<file path="src/rtl/ps2_key_rx.sv">
// PS/2 keyboard receiver: synchronises and filters the PS/2 clock, deserialises
// device-to-host frames, decodes set-2 make/break/E0 sequences and tracks
// held game keys as level outputs (up/down/right/left/pause).
module ps2_key_rx #(
    parameter int FILTER_LEN     = 8,
    parameter int TIMEOUT_CYCLES = 50000
) (
    input  logic       clk,
    input  logic       rst,
    input  logic       ps2_clk,
    input  logic       ps2_data,
    output logic       up,
    output logic       down,
    output logic       right,
    output logic       left,
    output logic       pause,
    output logic [7:0] key_code,
    output logic       key_ext,
    output logic       key_break,
    output logic       key_valid,
    output logic       frame_err
);

    localparam int FLT_W = $clog2(FILTER_LEN + 1);
    localparam int TO_W  = $clog2(TIMEOUT_CYCLES + 1);
    localparam int KEYS  = 9;

    // {extended, scan code} of each tracked key; the index is the held-flag slot.
    // 0:W 1:Up 2:S 3:Down 4:A 5:Left 6:D 7:Right 8:Space
    localparam logic [8:0] KEY_MAP [KEYS] = '{
        9'h01D, 9'h175, 9'h01B, 9'h172, 9'h01C, 9'h16B, 9'h023, 9'h174, 9'h029
    };

    typedef enum logic [1:0] {S_IDLE, S_DATA, S_PARITY, S_STOP} state_t;

    logic             clk_meta_q, clk_sync_q, data_meta_q, data_sync_q;
    logic             filt_q, fall_q;
    logic [FLT_W-1:0] flt_cnt_q;

    state_t           state_q, state_d;
    logic [2:0]       bit_cnt_q, bit_cnt_d;
    logic [7:0]       shift_q, shift_d;
    logic             par_q, par_d;
    logic [TO_W-1:0]  to_cnt_q, to_cnt_d;
    logic             byte_rdy_q, byte_rdy_d;
    logic             err_q, err_d;

    logic             ext_pend_q, brk_pend_q;
    logic [7:0]       key_code_q;
    logic             key_ext_q, key_break_q, key_valid_q;
    logic             key_evt;
    logic [KEYS-1:0]  hit;
    logic [KEYS-1:0]  held_q;

    // Two-flop synchronisers; idle bus level is high.
    always_ff @(posedge clk) begin
        if (rst) begin
            clk_meta_q  <= 1'b1;
            clk_sync_q  <= 1'b1;
            data_meta_q <= 1'b1;
            data_sync_q <= 1'b1;
        end else begin
            clk_meta_q  <= ps2_clk;
            clk_sync_q  <= clk_meta_q;
            data_meta_q <= ps2_data;
            data_sync_q <= data_meta_q;
        end
    end

    // Glitch filter: commit a new clock level after FILTER_LEN equal samples,
    // and flag the 1->0 commit as a one-cycle fall.
    always_ff @(posedge clk) begin
        if (rst) begin
            filt_q    <= 1'b1;
            flt_cnt_q <= '0;
            fall_q    <= 1'b0;
        end else begin
            fall_q <= 1'b0;
            if (clk_sync_q == filt_q) begin
                flt_cnt_q <= '0;
            end else if (flt_cnt_q == FLT_W'(FILTER_LEN - 1)) begin
                filt_q    <= clk_sync_q;
                flt_cnt_q <= '0;
                fall_q    <= filt_q;
            end else begin
                flt_cnt_q <= flt_cnt_q + FLT_W'(1);
            end
        end
    end

    // Receive FSM state and datapath registers.
    always_ff @(posedge clk) begin
        if (rst) begin
            state_q    <= S_IDLE;
            bit_cnt_q  <= '0;
            shift_q    <= '0;
            par_q      <= 1'b0;
            to_cnt_q   <= '0;
            byte_rdy_q <= 1'b0;
            err_q      <= 1'b0;
        end else begin
            state_q    <= state_d;
            bit_cnt_q  <= bit_cnt_d;
            shift_q    <= shift_d;
            par_q      <= par_d;
            to_cnt_q   <= to_cnt_d;
            byte_rdy_q <= byte_rdy_d;
            err_q      <= err_d;
        end
    end

    // Receive FSM next state: start/data/parity/stop bits sampled on each fall,
    // with an inactivity timeout that abandons a stalled frame.
    always_comb begin
        state_d    = state_q;
        bit_cnt_d  = bit_cnt_q;
        shift_d    = shift_q;
        par_d      = par_q;
        byte_rdy_d = 1'b0;
        err_d      = 1'b0;
        to_cnt_d   = (state_q == S_IDLE || fall_q) ? '0 : to_cnt_q + TO_W'(1);

        case (state_q)
            S_IDLE: begin
                if (fall_q) begin
                    if (data_sync_q) begin
                        err_d = 1'b1;
                    end else begin
                        state_d   = S_DATA;
                        bit_cnt_d = '0;
                    end
                end
            end
            S_DATA: begin
                if (fall_q) begin
                    shift_d[bit_cnt_q] = data_sync_q;
                    if (bit_cnt_q == 3'd7) begin
                        state_d = S_PARITY;
                    end else begin
                        bit_cnt_d = bit_cnt_q + 3'd1;
                    end
                end
            end
            S_PARITY: begin
                if (fall_q) begin
                    par_d   = data_sync_q;
                    state_d = S_STOP;
                end
            end
            S_STOP: begin
                if (fall_q) begin
                    if (data_sync_q && ((^shift_q) ^ par_q)) begin
                        byte_rdy_d = 1'b1;
                    end else begin
                        err_d = 1'b1;
                    end
                    state_d = S_IDLE;
                end
            end
            default: state_d = S_IDLE;
        endcase

        if (state_q != S_IDLE && !fall_q && to_cnt_q == TO_W'(TIMEOUT_CYCLES - 1)) begin
            err_d    = 1'b1;
            state_d  = S_IDLE;
            to_cnt_d = '0;
        end
    end

    // Scan-code decoder: E0/F0 arm the pending flags, any other byte is a key event.
    always_ff @(posedge clk) begin
        if (rst) begin
            ext_pend_q  <= 1'b0;
            brk_pend_q  <= 1'b0;
            key_code_q  <= '0;
            key_ext_q   <= 1'b0;
            key_break_q <= 1'b0;
            key_valid_q <= 1'b0;
        end else begin
            key_valid_q <= 1'b0;
            if (byte_rdy_q) begin
                if (shift_q == 8'hE0) begin
                    ext_pend_q <= 1'b1;
                end else if (shift_q == 8'hF0) begin
                    brk_pend_q <= 1'b1;
                end else begin
                    key_code_q  <= shift_q;
                    key_ext_q   <= ext_pend_q;
                    key_break_q <= brk_pend_q;
                    key_valid_q <= 1'b1;
                    ext_pend_q  <= 1'b0;
                    brk_pend_q  <= 1'b0;
                end
            end else if (err_q) begin
                ext_pend_q <= 1'b0;
                brk_pend_q <= 1'b0;
            end
        end
    end

    assign key_evt = byte_rdy_q && (shift_q != 8'hE0) && (shift_q != 8'hF0);

    genvar gi;
    generate
        for (gi = 0; gi < KEYS; gi++) begin : g_match
            assign hit[gi] = key_evt && ({ext_pend_q, shift_q} == KEY_MAP[gi]);
        end
    endgenerate

    // Held flags: make sets, break clears; repeats of a make change nothing.
    always_ff @(posedge clk) begin
        if (rst) begin
            held_q <= '0;
        end else begin
            for (int i = 0; i < KEYS; i++) begin
                if (hit[i]) begin
                    held_q[i] <= !brk_pend_q;
                end
            end
        end
    end

    assign up        = held_q[0] | held_q[1];
    assign down      = held_q[2] | held_q[3];
    assign left      = held_q[4] | held_q[5];
    assign right     = held_q[6] | held_q[7];
    assign pause     = held_q[8];
    assign key_code  = key_code_q;
    assign key_ext   = key_ext_q;
    assign key_break = key_break_q;
    assign key_valid = key_valid_q;
    assign frame_err = err_q;

endmodule

</file>
<file path="config.mk">
export PLATFORM = sky130hd
export DESIGN_NAME = ps2_key_rx
export DESIGN_NICKNAME = d
export VERILOG_FILES = /design/src/rtl/ps2_key_rx.sv
export SDC_FILE = /design/constraint.sdc
export NUM_CORES = 1
export LEC_CHECK = 0
export CORE_MARGIN = 10
export CORE_UTILIZATION = 45
export DETAILED_ROUTE_END_ITERATION = 8
export MAX_ROUTING_LAYER = met4
export PLACE_DENSITY = 0.67
export SKIP_CTS_REPAIR_TIMING = 1
export SYNTH_ARGS = -nofsm -noshare
export SYNTH_HDL_FRONTEND = slang
export SYNTH_SLANG_ARGS = --single-unit
</file>
<file path="constraint.sdc">
create_clock -name clk -period 2.75 [get_ports clk]
set_input_delay 0.55 -clock clk [delete_from_list [all_inputs] [get_ports clk]]
set_output_delay 0.55 -clock clk [all_outputs]
set_load 0.005 [all_outputs]
</file>
# After elaboration in Yosys (flattened, before gate mapping)
# Cells that the tools add are included.
# op_classes
n_addsub	3
mul	0
n_div	0
magnitude_cmp	2
eq_ne	29
shifts	0
muxes	30
bitwise	12
reduce_logical	37
# op_table
op	count
$eq 9x9->1 const B	4
$eq 9x5->1 const B	3
$eq 9x6->1 const B	2
$add 16x1->16 const B	1
$eq 16x16->1 const B	1
$eq 8x8->1 const B	2
$ne 2x2->1 const B	8
$ne 8x8->1 const B	2
$logic_and 1x1->1	15
$mux 1	15
$reduce_or 3->1	5
$mux 2	6
$mux 3	4
$reduce_and 2->1	5
$bwmux 8	1
$pmux 2 s4	1
$reduce_xor 8->1	1
$not 1->1	7
$pmux 3 s2	1
$reduce_and 6->1	1
$reduce_bool 2->1	3
$reduce_and 5->1	1
$add 4x1->4 const B	1
$eq 2x2->1 const B	2
other kinds (17)	21
# word_totals
reg_bits	64
latch_bits	0
ramBits	0
mem_bits_ro	0
in_bits	4
out_inout_bits	17
elab_cells	142
mem_count	0

# Logic depth before layout (Yosys ltp)
# Gate-level depths: netlist (run 1).
# logic_depth
depth_word	7
mapped_depth	7
mapped_depth_nobuf	6

# Worst setup path after synthesis (run 1)
# Ideal clock, no wire load.
# synth_timing
kind	register -> register
from	reg state_q[0]
to	reg to_cnt_q[10]
setup_ps	115
arrival_time_ps	1618
required_time_ps	2635
path_slack_ps	1017
stages_incl_launch_ff	8
n_path_buf	1
synth_period_minus_slack_ps	1733
cell_sequence	dfxtp_1 inv_1 ha_1 or4_1 nor3_2 a31o_4 buf_6 nor2_1
# synth_between
elab_chain_len	4
elab_cells_between_ends	6
cone_classes	reduce/logical (6)
# synth_rtl
item	line_no	rtl
start, declared	40	state_t state_q, state_d;
start signal, assigned	102	state_q <= state_d;
$reduce_bool 2->1	163	if (state_q != S_IDLE && !fall_q && to_cnt_q == TO_W'(TIMEOUT_CYCLES - 1)) begin
$logic_and 1x1->1 (2 in series)	163	
$reduce_or 3->1 (no line) (*)	--	
end signal, assigned	106	to_cnt_q <= to_cnt_d;
end, declared	44	logic [TO_W-1:0] to_cnt_q, to_cnt_d;
# Mark *: on every way between the ends. The rest lies on a longest branch, timed or not.
# A chain may end at the register's enable or synchronous reset.

# Worst setup path in the final report (run 1)
# layout_timing
from	reg held_q[1]
to	out up
# layout_between
elab_chain_len	1
# layout_rtl
item	line_no	rtl
start, declared	53	logic [KEYS-1:0] held_q;
start signal, assigned by index	217	held_q[i] <= !brk_pend_q;
$or 1x1->1	223	assign up = held_q[0] | held_q[1];
end, declared	12	output logic up,
# Every way passes these cells.

==> impl_summary.log, run 1 <==
[metrics] routed via count: approximately 2,300
[metrics] top_reg_cell synth: sky130_fd_sc_hd__dfxtp_1
[metrics] number of register bits inferred by synthesis: 64
[metrics] Final Critical Period: 1.947 ns
[metrics] number of iterations in the first detailed-routing pass: 4
[metrics] worst IR drop on VDD: 0.3781 mV
[metrics] Setup-failing EPs final: 0
[metrics] TritonCTS clock tree: done
[metrics] max-slew violation count: 0
[metrics] fraction of layout cells with a size suffix above 1: 7.278%
[metrics] number of buffers inserted by port buffering: 20
[metrics] total leakage power: around 1.2 nW
[metrics] sequential cell area fraction in the yosys report: between 40% and 50%
[metrics] clock buffers created by TritonCTS: 9
[metrics] critical path endpoint category: primary output
[metrics] number of global-route vias before repair: between 2,000 and 2,500
[metrics] cell area power density: ~500 mW/mm2
[metrics] Layout Nets: around 390
[metrics] highest-count cells in the layout ignoring fill and taps: sky130_fd_sc_hd__dfxtp_1, sky130_fd_sc_hd__nor2_1, sky130_fd_sc_hd__nand2_1
[metrics] distinct cell type count after synthesis: 46
[metrics] Fin Setup TNS: 0 ns
[metrics] weighted congestion at the end of routability-driven global placement: roughly 0.9
[metrics] Min Hold Slack: between 0.4 and 0.5 ns
[metrics] clock latency reported for the late side of the worst-skew pair: 0.35 ns
[metrics] wirelength, routed: 5717 um
[metrics] Mapped Cells: about 350
[metrics] final count of hold timing violations: 0
[metrics] run status: complete, no violations
[metrics] CP Max Fanout: 2
[metrics] routed wire length per instance: 12.76 um
[metrics] number of I/O pins: 21
[metrics] Net Sw Frac: between 20% and 30%
[metrics] worst min-delay path category: flip-flop to flip-flop
[metrics] ys async rst share: 0%
[metrics] RSZ-0062 raised after global routing: false
[metrics] Tcrit/Tclk final: between 70% and 80%
[metrics] measured slew at the worst slew-check pin: a little under 0.6 ns
[metrics] Syn Nets: 371
[metrics] number of antenna violations at the first check in global routing: 0
[metrics] Remaining Overflow, GRT: 0
[metrics] most common library cell in the layout ignoring fill and taps: sky130_fd_sc_hd__dfxtp_1
[metrics] Max Cap Violations: 0
[metrics] starting DRC count in detailed routing: 75
[metrics] Yosys warnings: 0
[metrics] minimum setup slack among reg-to-reg paths: about 0.81 ns
[metrics] relative slew slack: between 60% and 70%
[metrics] Std-Cell Core Area: 0.006386 mm2
[metrics] total global routing track utilization: ~12%
[metrics] switching power: around 0.00036 W
[metrics] Area growth, synth to finish: 14.99%
[metrics] wire length of the first global-routing pass: about 10000 um
[metrics] crit path DAT: roughly 1.4 ns
[metrics] number of synthesized flops with an enable pin: 0
[metrics] remaining number of nets flagged by the antenna check after routing: 0
[metrics] CP Class: flip-flop to primary output
[metrics] HPWL reported at the end of detailed placement: just over 4000 um
[metrics] Initial Utilization: 46.79%
[metrics] pin count of the biggest net entering global routing: 47
[metrics] clock buffer depth: 2
[metrics] number of fill cells: approximately 600
[metrics] number of cell instances on the worst register-to-register path: 6
[metrics] maximum clock frequency: between 500 and 600 MHz
[metrics] clock tree root driver cell: sky130_fd_sc_hd__clkbuf_8
[metrics] number of clock sinks: 64
[metrics] Cell Rows: 29
[metrics] depth of the worst hold-timing path: 1
[metrics] cell internal power dissipation: around 0.0014 W
[metrics] number of vias per cell: ~5.2
[metrics] total standard cell area after synthesis: 0.002988 mm2
[metrics] critical path required time: between 2 and 2.5 ns
[metrics] level count of the clock H-tree: 3
[metrics] relative contribution of combinational cells to total power: between 1 and 1.5%
[metrics] crit start category: flip-flop
[metrics] Fin Clk Skew: 0.004562 ns
[metrics] full die area: 0.01030 mm2
[metrics] chip width: 101.5 um
[metrics] post-synthesis average cell area: about 8.7 um2
[metrics] y dimension of the die: 101.5 um
[metrics] sequential fraction of design power: around 54%
[metrics] post-detailed-route DRC marker count: 0
[metrics] share of power burned in the clock network: between 40% and 50%
[metrics] clock-pin slew on the worst setup and hold paths: about 0.060 ns
[metrics] antenna diode count: 0
## area by class of cell
type	instances	area [um2]	area share (%)
timing repair buffer	22	215.2	6.264
sequential	64	1281	37.29
clock buffer	11	141.4	4.115
inverter	16	60.06	1.748
multi-input combinational	254	1597	46.47
tap	77	96.34	2.804
clock inverter	4	45.04	1.311
## sequential cells by signal (all words and copies together) (netlist names), 2 cells and up
signal,cells
shift_q,8
to_cnt_q,16
held_q,9
bit_cnt_q,3
key_code,8
flt_cnt_q,4
state_q,2
## worst paths after layout
check / from / endpoint
max: held_q[1]$_SDFFE_PP0P_ / up
min: data_meta_q$_SDFF_PP1_ / data_sync_q$_SDFF_PP1_
max reg2reg: shift_q[0]$_SDFFE_PP0P_ / held_q[7]$_SDFFE_PP0P_
min reg2reg: data_meta_q$_SDFF_PP1_ / data_sync_q$_SDFF_PP1_
## power groups by stage
stage / combinational [W] / sequential (W) / clock (W)
final: 0.0000211 / 0.000933 / 0.000775
after global routing: 0.0000239 / 0.000933 / 0.000840
after CTS: 0.0000213 / 0.000933 / 0.000801
after detailed placement: 0.0000213 / 0.000954 / 0
after global placement: 0.0000208 / 0.000954 / 0
after floorplan: 0.0000150 / 0.000952 / 0
## through the flow
stage | power, W | std cells | worst slack, ns | util, % | area [um2]
finish | 0.001729 | 448 | 0.8027 | 53.80 | 3436
CTS | 0.001755 | 448 | 0.7786 | 53.80 | 3436
floorplan | 0.0009671 | 345 | 1.017 | - | 2988
global route | 0.001797 | 448 | 0.6347 | 53.80 | 3436
detailed placement | 0.0009751 | 433 | 0.8342 | 50.88 | 3249
global placement | 0.0009747 | 433 | 0.8776 | 50.88 | 3249
## cells in the mapped netlist (all sizes together), types with 2 or more instances
| cell type | number | area [um2] |
|---|---|---|
| mux2i | 9 | 90.09 |
| nor2 | 44 | 165.2 |
| nand2b | 2 | 12.51 |
| o22ai | 2 | 12.51 |
| nand4b | 2 | 17.52 |
| inv | 16 | 60.06 |
| ha | 22 | 275.3 |
| nand2 | 42 | 157.7 |
| dfxtp | 64 | 1281 |
| xnor2 | 16 | 140.1 |
| or2 | 8 | 50.05 |
| xor2 | 3 | 26.28 |
| nor3 | 18 | 95.09 |
| clkbuf | 8 | 30.03 |
| and3 | 4 | 25.02 |
| o21ai | 10 | 50.04 |
| or3 | 3 | 18.77 |
| a21oi | 21 | 105.1 |
| and4 | 2 | 17.52 |
| nand3b | 2 | 15.01 |
| a31oi | 3 | 18.77 |
| buf | 3 | 20.01 |
| nand4 | 4 | 25.02 |
| and2 | 2 | 12.51 |
| nand3 | 13 | 65.06 |
| nor4b | 2 | 17.52 |
| nor4 | 5 | 31.28 |
## cells by family after synthesis
family,after synthesis,share of synthesized area (%)
XOR/XNOR,20,6.323
AO/OA/AOI/OAI,46,9.506
multiplexers,9,3.015
AND/OR/NAND/NOR,157,25.38
flip-flops,64,42.88
adder cells (fa/ha/maj),22,9.213
buffers and inverters,27,3.685
## worst max-delay path: stages (launching register included)
cell and delay, ns:
sky130_fd_sc_hd__dfxtp_1 0.32, sky130_fd_sc_hd__or2_2 0.29, sky130_fd_sc_hd__clkdlybuf4s50_1 0.45
## metal layers
layer	track usage [%]	part of all wire [%]
met4	4.502	1.5
met2	17.92	43
met3	5.650	6.8
met5	-	0
met1	14.42	48
No activity file was read; power rests on OpenSTA's default activity.
==> run 2, diff against run 1 <==
PLACE_DENSITY = 0.69   (was 0.67)
clock period = 1.7 ns   (was 2.75 ns; I/O delays follow)
==> impl_summary.log, run 2 (synthesis gave the netlist of run 1 again) <==
[metrics] TritonCTS clock tree: done (unchanged)
[metrics] total leakage power: 1.442 nW (was 1.208 nW)
[metrics] dpl cell area: 0.003400 mm2 (was 0.003249 mm2)
[metrics] total global routing track utilization: 12.73% (was 12.26%)
[metrics] wire length of the first global-routing pass: 10,390 um (was 9901 um)
[metrics] chip width: 101.5 um (unchanged)
[metrics] maximum clock frequency: 586.5 MHz
[metrics] finished layout cell area: 0.003777 mm2 (was 0.003436 mm2)
[metrics] measured slew at the worst slew-check pin: 0.8216 ns (was 0.5934 ns)
[metrics] cell area power density: 756.2 mW/mm2 (was 503.2 mW/mm2)
[metrics] clock buffers created by TritonCTS: 9 (unchanged)
[metrics] pin count of the biggest net entering global routing: 23 (was 47)
[metrics] Hold Crit Start: data_meta_q$_SDFF_PP1_ (unchanged)
[metrics] worst IR drop on VDD: 0.4466 mV (was 0.3781 mV)
[metrics] number of clock sinks: 64 (unchanged)
[metrics] start of the worst register-to-register path: state_q[0]$_SDFFE_PP0P_ (was shift_q[0]$_SDFFE_PP0P_)
[metrics] RSZ-0062 raised after global routing: true (was false)
[metrics] number of antenna violations at the first check in global routing: 0 (unchanged)
[metrics] clock tree root driver cell: sky130_fd_sc_hd__clkbuf_8 (unchanged)
[metrics] number of global-route vias before repair: 2,311 (was 2,219)
[metrics] biggest regs: to_cnt_q x16, held_q x9 (unchanged)
[metrics] number of cell instances on the worst register-to-register path: 6 (unchanged)
[metrics] most common library cell in the layout ignoring fill and taps: sky130_fd_sc_hd__dfxtp_1 (unchanged)
[metrics] Layout Nets: 415 (was 393)
[metrics] depth of the worst hold-timing path: 1 (unchanged)
[metrics] full die area: 0.01030 mm2 (unchanged)
[metrics] CP Max Fanout: 8 (was 2)
[metrics] HPWL reported at the end of detailed placement: 4374 um (was 4034 um)
[metrics] Initial Utilization: 46.79% (unchanged)
[metrics] y dimension of the die: 101.5 um (unchanged)
[metrics] final count of hold timing violations: 0 (unchanged)
[metrics] Setup-failing EPs final: 3 (was 0)
[metrics] critical path required time: 1.94 ns (was 2.20 ns)
[metrics] Final Critical Period: 1.705 ns
[metrics] Tcrit/Tclk final: 100.3%
[metrics] violations in the final reports: negative setup slack
[metrics] Max Cap Violations: 0 (unchanged)
[metrics] Fin Setup TNS: -0.01242 ns (was 0 ns)
[metrics] starting DRC count in detailed routing: 121 (was 75)
[metrics] fraction of layout cells with a size suffix above 1: 20.56% (was 7.278%)
[metrics] Setup crit start: state_q[0]$_SDFFE_PP0P_ (was held_q[1]$_SDFFE_PP0P_)
[metrics] number of buffers inserted by port buffering: 20 (unchanged)
[metrics] critical path endpoint category: flip-flop (was primary output)
[metrics] remaining number of nets flagged by the antenna check after routing: 0 (unchanged)
[metrics] endpoint of the lowest-slack register-to-register path: to_cnt_q[12]$_SDFF_PP0_ (was held_q[7]$_SDFFE_PP0P_)
[metrics] fraction of the core area covered by cells at the end of the flow: 59.15% (was 53.80%)
[metrics] clock buffer depth: 2 (unchanged)
[metrics] number of iterations in the first detailed-routing pass: 4 (unchanged)
[metrics] number of flip-flops in the largest register: 16 (unchanged)
[metrics] minimum setup slack among reg-to-reg paths: -0.005 ns (was 0.81 ns)
[metrics] crit start category: flip-flop (unchanged)
[metrics] terminating pin of the worst hold path: data_sync_q$_SDFF_PP1_ (unchanged)
[metrics] Remaining Overflow, GRT: 0 (unchanged)
[metrics] weighted congestion at the end of routability-driven global placement: 0.8177 (was 0.9275)
[metrics] relative slew slack: 44.72% (was 60.14%)
[metrics] Fin Clk Skew: 0.007349 ns (was 0.004562 ns)
[metrics] post-detailed-route DRC marker count: 0 (unchanged)
[metrics] Final Total Pwr: 0.002857 W (was 0.001729 W)
[metrics] least setup slack across all paths after layout: -0.005030 ns (was 0.8027 ns)
[metrics] number of I/O pins: 21 (unchanged)
[metrics] CP Class: flip-flop to flip-flop (was flip-flop to primary output)
[metrics] largest register by flop count: to_cnt_q (unchanged)
[metrics] crit path DAT: 1.95 ns (was 1.40 ns)
[metrics] Std-Cell Core Area: 0.006386 mm2 (unchanged)
[metrics] run status: finished, violations left (was complete, no violations)
[metrics] routed wire length per instance: 13.43 um (was 12.76 um)
[metrics] number of fill cells: 569 (was 595)
[metrics] routed via count: 2,442 (was 2,316)
[metrics] level count of the clock H-tree: 3 (unchanged)
[metrics] number of vias per cell: 5.185 (was 5.170)
[metrics] clock latency reported for the late side of the worst-skew pair: 0.35 ns (about the same)
[metrics] worst min-delay path category: flip-flop to flip-flop (unchanged)
[metrics] wirelength, routed: 6326 um (was 5717 um)
[metrics] max-slew violation count: 0 (unchanged)
[metrics] highest-count cells in the layout ignoring fill and taps: sky130_fd_sc_hd__dfxtp_1, sky130_fd_sc_hd__nand2_1, sky130_fd_sc_hd__nor2_1 (was sky130_fd_sc_hd__dfxtp_1, sky130_fd_sc_hd__nor2_1, sky130_fd_sc_hd__nand2_1)
[metrics] clock-pin slew on the worst setup and hold paths: 0.07 ns (was 0.06 ns)
[metrics] antenna diode count: 0 (unchanged)
[metrics] Area growth, synth to finish: 26.42% (was 14.99%)
[metrics] Cell Rows: 29 (unchanged)
[metrics] post-placement worst setup slack: 0.05043 ns (was 0.8342 ns)
==> run 2: critical path: stages, from the launching register on <==
cell                      delay [ns]
sky130_fd_sc_hd__dfxtp_2        0.34
sky130_fd_sc_hd__inv_2          0.05
sky130_fd_sc_hd__ha_4           0.15
sky130_fd_sc_hd__or4_4          0.43
sky130_fd_sc_hd__nor3_4         0.28
sky130_fd_sc_hd__a31o_4         0.29
sky130_fd_sc_hd__nor2_1         0.06
==> run 2: worst max-delay path by stage <==
stage                                         end  slack [ns]  cells after the start
final                     to_cnt_q[12]$_SDFF_PP0_      -0.005                      6
after floorplan            to_cnt_q[7]$_SDFF_PP0_       0.002                      7
after CTS                                      up       -0.06                      2
after global routing      to_cnt_q[12]$_SDFF_PP0_       -0.08                      6
after detailed placement  to_cnt_q[15]$_SDFF_PP0_        0.05                      6
after global placement     to_cnt_q[3]$_SDFF_PP0_        0.09                      6
==> run 2: final cells by class <==
class / count / area, um2 / share of cell area (%)
clock inverter: 7 / 72.57 / 1.921
sequential: 64 / 1287 / 34.08
tap: 77 / 96.34 / 2.551
clock buffer: 9 / 123.9 / 3.279
multi-input combinational: 255 / 1754 / 46.44
inverter: 16 / 60.06 / 1.590
timing repair buffer: 43 / 382.9 / 10.14
==> run 2: report_power, final <==
part / total [W] / leakage (nW) / internal [W] / switching (W)
combinational: 0.0000440 / 0.828 / 0.0000175 / 0.0000265
sequential: 0.00151 / 0.519 / 0.00150 / 0.00000231
clock: 0.00131 / 0.0952 / 0.000676 / 0.000632
total: 0.00286 / 1.44 / 0.00220 / 0.000661
==> run 2: per-stage QoR <==
stage	cells	hold WS (ns)
6_report	471	0.4116
5_1_grt	471	0.4238
2_1_floorplan	345	0.3895
3_5_place_dp	453	0.3979
3_3_place_gp	453	0.3947
4_1_cts	469	0.4152
==> run 2: layer usage <==
metal / vias to the layer above / global-route usage (%) / share of wire [%]
li1: 1272 / - / -
met1: 1113 / 14.07 / 44
met2: 44 / 20.56 / 50
met3: 13 / 3.199 / 4.9
met4: 0 / 6.967 / 1.7
met5: - / - / 0
==> run 3, diff against run 2 <==
CORE_MARGIN = not set   (was 10)
==> impl_summary.log, run 3 (synthesis gave the netlist of run 1 again) <==
[metrics] wirelength, routed: 6302 um (was 6326 um)
[metrics] most common library cell in the layout ignoring fill and taps: sky130_fd_sc_hd__dfxtp_1 (unchanged)
[metrics] number of clock sinks: 64 (unchanged)
[metrics] number of vias per cell: 5.347 (was 5.185)
[metrics] number of cell instances on the worst register-to-register path: 6 (unchanged)
[metrics] global routing usage on met1: 21.81% (was 14.07%)
[metrics] run status: complete, no violations (was finished, violations left)
[metrics] number of fill cells: 562 (was 569)
[metrics] wire length of the first global-routing pass: 10,370 um (was 10,390 um)
[metrics] Final Critical Period: 1.677 ns (was 1.705 ns)
[metrics] highest-count cells in the layout ignoring fill and taps: sky130_fd_sc_hd__dfxtp_1, sky130_fd_sc_hd__nand2_1, sky130_fd_sc_hd__nor2_1 (unchanged)
[metrics] pin count of the biggest net entering global routing: 19 (was 23)
[metrics] critical path endpoint category: flip-flop (unchanged)
[metrics] Setup-failing EPs final: 0 (was 3)
[metrics] measured slew at the worst slew-check pin: 0.7365 ns (was 0.8216 ns)
[metrics] fraction of layout cells with a size suffix above 1: 17.97% (was 20.56%)
[metrics] Std-Cell Core Area: 0.006386 mm2 (unchanged)
[metrics] switching power: 0.0006236 W (was 0.0006606 W)
[metrics] CP Class: flip-flop to flip-flop (unchanged)
[metrics] number of iterations in the first detailed-routing pass: 4 (unchanged)
[metrics] crit start category: flip-flop (unchanged)
[metrics] Net Sw Frac: 19.74% (was 23.12%)
[metrics] TritonCTS clock tree: done (unchanged)
[metrics] number of flip-flops in the largest register: 16 (unchanged)
[metrics] relative slew slack: 50.45% (was 44.72%)
[metrics] slowest cell on the critical path: sky130_fd_sc_hd__or4_4 (unchanged)
[metrics] routed wire length per instance: 13.35 um (was 13.43 um)
[metrics] Fin Clk Skew: 0.01044 ns (was 0.007349 ns)
[metrics] Area growth, synth to finish: 26.09% (was 26.42%)
[metrics] remaining number of nets flagged by the antenna check after routing: 0 (unchanged)
[metrics] critical path required time: 1.93 ns (was 1.94 ns)
[metrics] Max Cap Violations: 0 (unchanged)
[metrics] final count of hold timing violations: 0 (unchanged)
[metrics] Cell Rows: 29 (unchanged)
[metrics] Min Hold Slack: 0.4127 ns (was 0.4116 ns)
[metrics] max-slew violation count: 0 (unchanged)
[metrics] crit path DAT: 1.91 ns (was 1.95 ns)
[metrics] number of buffers inserted by port buffering: 20 (unchanged)
[metrics] layer with the highest usage: met2 (unchanged)
[metrics] cell internal power dissipation: 0.002536 W (was 0.002196 W)
[metrics] family of cells with the greatest summed delay on the critical path: simple AND/OR/NAND/NOR gates (unchanged)
[metrics] worst min-delay path category: flip-flop to flip-flop (unchanged)
[metrics] Final Total Pwr: 0.003160 W (was 0.002857 W)
[metrics] RSZ-0062 raised after global routing: true (unchanged)
[metrics] number of antenna violations at the first check in global routing: 0 (unchanged)
[metrics] Layout Nets: 416 (was 415)
[metrics] HPWL reported at the end of detailed placement: 4294 um (was 4374 um)
[metrics] relative contribution of combinational cells to total power: 1.3% (was 1.5%)
[metrics] Remaining Overflow, GRT: 0 (unchanged)
[metrics] antenna diode count: 0 (unchanged)
[metrics] clock-pin slew on the worst setup and hold paths: 0.07 ns (about the same)
[metrics] weighted congestion at the end of routability-driven global placement: 0.8216 (was 0.8177)
[metrics] clock latency reported for the late side of the worst-skew pair: 0.34 ns (was 0.35 ns)
[metrics] clock buffer depth: 2 (unchanged)
[metrics] multi-input logic area: 0.001692 mm2 (was 0.001754 mm2)
[metrics] clock tree root driver cell: sky130_fd_sc_hd__clkbuf_8 (unchanged)
[metrics] largest register by flop count: to_cnt_q (unchanged)
[metrics] critical path, cell by cell: inv_2 -> ha_4 -> or4_4 -> nor3_4 -> a31o_4 -> nor2_1 (unchanged)
[metrics] level count of the clock H-tree: 3 (unchanged)
[metrics] number of cells on the critical path: 6 (unchanged)
[metrics] full die area: 0.006970 mm2 (was 0.01030 mm2)
[metrics] clock buffers created by TritonCTS: 9 (unchanged)
[metrics] depth of the worst hold-timing path: 1 (unchanged)
[metrics] number of buffers and inverters on the critical path: 1 (unchanged)
[metrics] number of I/O pins: 21 (unchanged)
[metrics] total global routing track utilization: 19.14% (was 12.73%)
[metrics] y dimension of the die: 83.49 um (was 101.5 um)
[metrics] Tcrit/Tclk final: 98.68% (was 100.3%)
[metrics] starting DRC count in detailed routing: 73 (was 121)
[metrics] delay of the slowest cell on the worst path: 0.43 ns (about the same)
[metrics] sequential fraction of design power: 47.7% (was 52.7%)
[metrics] number of global-route vias before repair: 2,376 (was 2,311)
[metrics] routed via count: 2,524 (was 2,442)
[metrics] met3 global-route usage: 5.935% (was 3.199%)
[metrics] maximum clock frequency: 596.1 MHz (was 586.5 MHz)
[metrics] area taken by flip-flops and latches: 0.001284 mm2 (was 0.001287 mm2)
[metrics] post-detailed-route DRC marker count: 0 (unchanged)
[metrics] chip width: 83.49 um (was 101.5 um)
[metrics] global-route met2 utilization: 31.45% (was 20.56%)
[metrics] worst IR drop on VDD: 0.8286 mV (was 0.4466 mV)
[metrics] share of power burned in the clock network: 51.0% (was 45.8%)
[metrics] Initial Utilization: 46.79% (unchanged)
[metrics] biggest regs: to_cnt_q x16, held_q x9 (unchanged)
[metrics] total leakage power: 1.449 nW (was 1.442 nW)
[metrics] CP Max Fanout: 8 (unchanged)
[metrics] cell area power density: 838.7 mW/mm2 (was 756.2 mW/mm2)
==> run 3: final cells by class <==
cell class / count / area share (%)
clock buffers: 11 / 3.753
inverters: 16 / 1.594
clock inverters: 5 / 2.757
multi-input cells: 255 / 44.90
flip-flops and latches: 64 / 34.08
well taps: 77 / 2.557
repair buffers: 44 / 10.36
==> run 3: worst reg2reg max path, delay by kind of cell (launching register included) <==
| family | cells | cell delay [ns] |
|---|---|---|
| compound gates | 1 | 0.27 |
| fa+ha+maj | 1 | 0.15 |
| buf+inv | 1 | 0.05 |
| flops | 1 | 0.34 |
| simple gates | 3 | 0.75 |
==> run 3: path summary, 6_finish.rpt <==
| check | start | endpoint | slack (ns) |
|---|---|---|---|
| worst max-delay path | state_q[0]$_SDFFE_PP0P_ | to_cnt_q[3]$_SDFF_PP0_ | 0.02 |
| worst min-delay path | data_meta_q$_SDFF_PP1_ | data_sync_q$_SDFF_PP1_ | 0.41 |
| worst max register to register | state_q[0]$_SDFFE_PP0P_ | to_cnt_q[3]$_SDFF_PP0_ | 0.02 |
| worst min register to register | data_meta_q$_SDFF_PP1_ | data_sync_q$_SDFF_PP1_ | 0.41 |
==> run 3: per-stage QoR <==
| stage | cell area (um2) | util (%) | setup WS, ns | setup TNS, ns | instances |
|---|---|---|---|---|---|
| floorplan | 2988 | - | 0.002296 | 0 | 345 |
| global placement | 3385 | 53.00 | 0.09587 | 0 | 451 |
| detailed placement | 3385 | 53.00 | 0.01110 | 0 | 451 |
| CTS | 3630 | 56.84 | -0.04018 | -0.1272 | 467 |
| global route | 3767 | 58.99 | -0.05233 | -0.2521 | 472 |
| finish | 3767 | 58.99 | 0.02251 | 0 | 472 |
==> run 3: routing by layer <==
layer	up-vias	part of all wire, %
li1	1276	-
met1	1191	44
met2	45	51
met3	12	3.3
met4	0	1.7
met5	-	0
==> run 3: power groups by stage <==
stage / combinational [W] / sequential [W] / clock [W]
after CTS: 0.0000426 / 0.00151 / 0.00164
after detailed placement: 0.0000424 / 0.00154 / 0
after global routing: 0.0000468 / 0.00151 / 0.00170
final: 0.0000425 / 0.00151 / 0.00161
after global placement: 0.0000423 / 0.00154 / 0
after floorplan: 0.0000243 / 0.00154 / 0
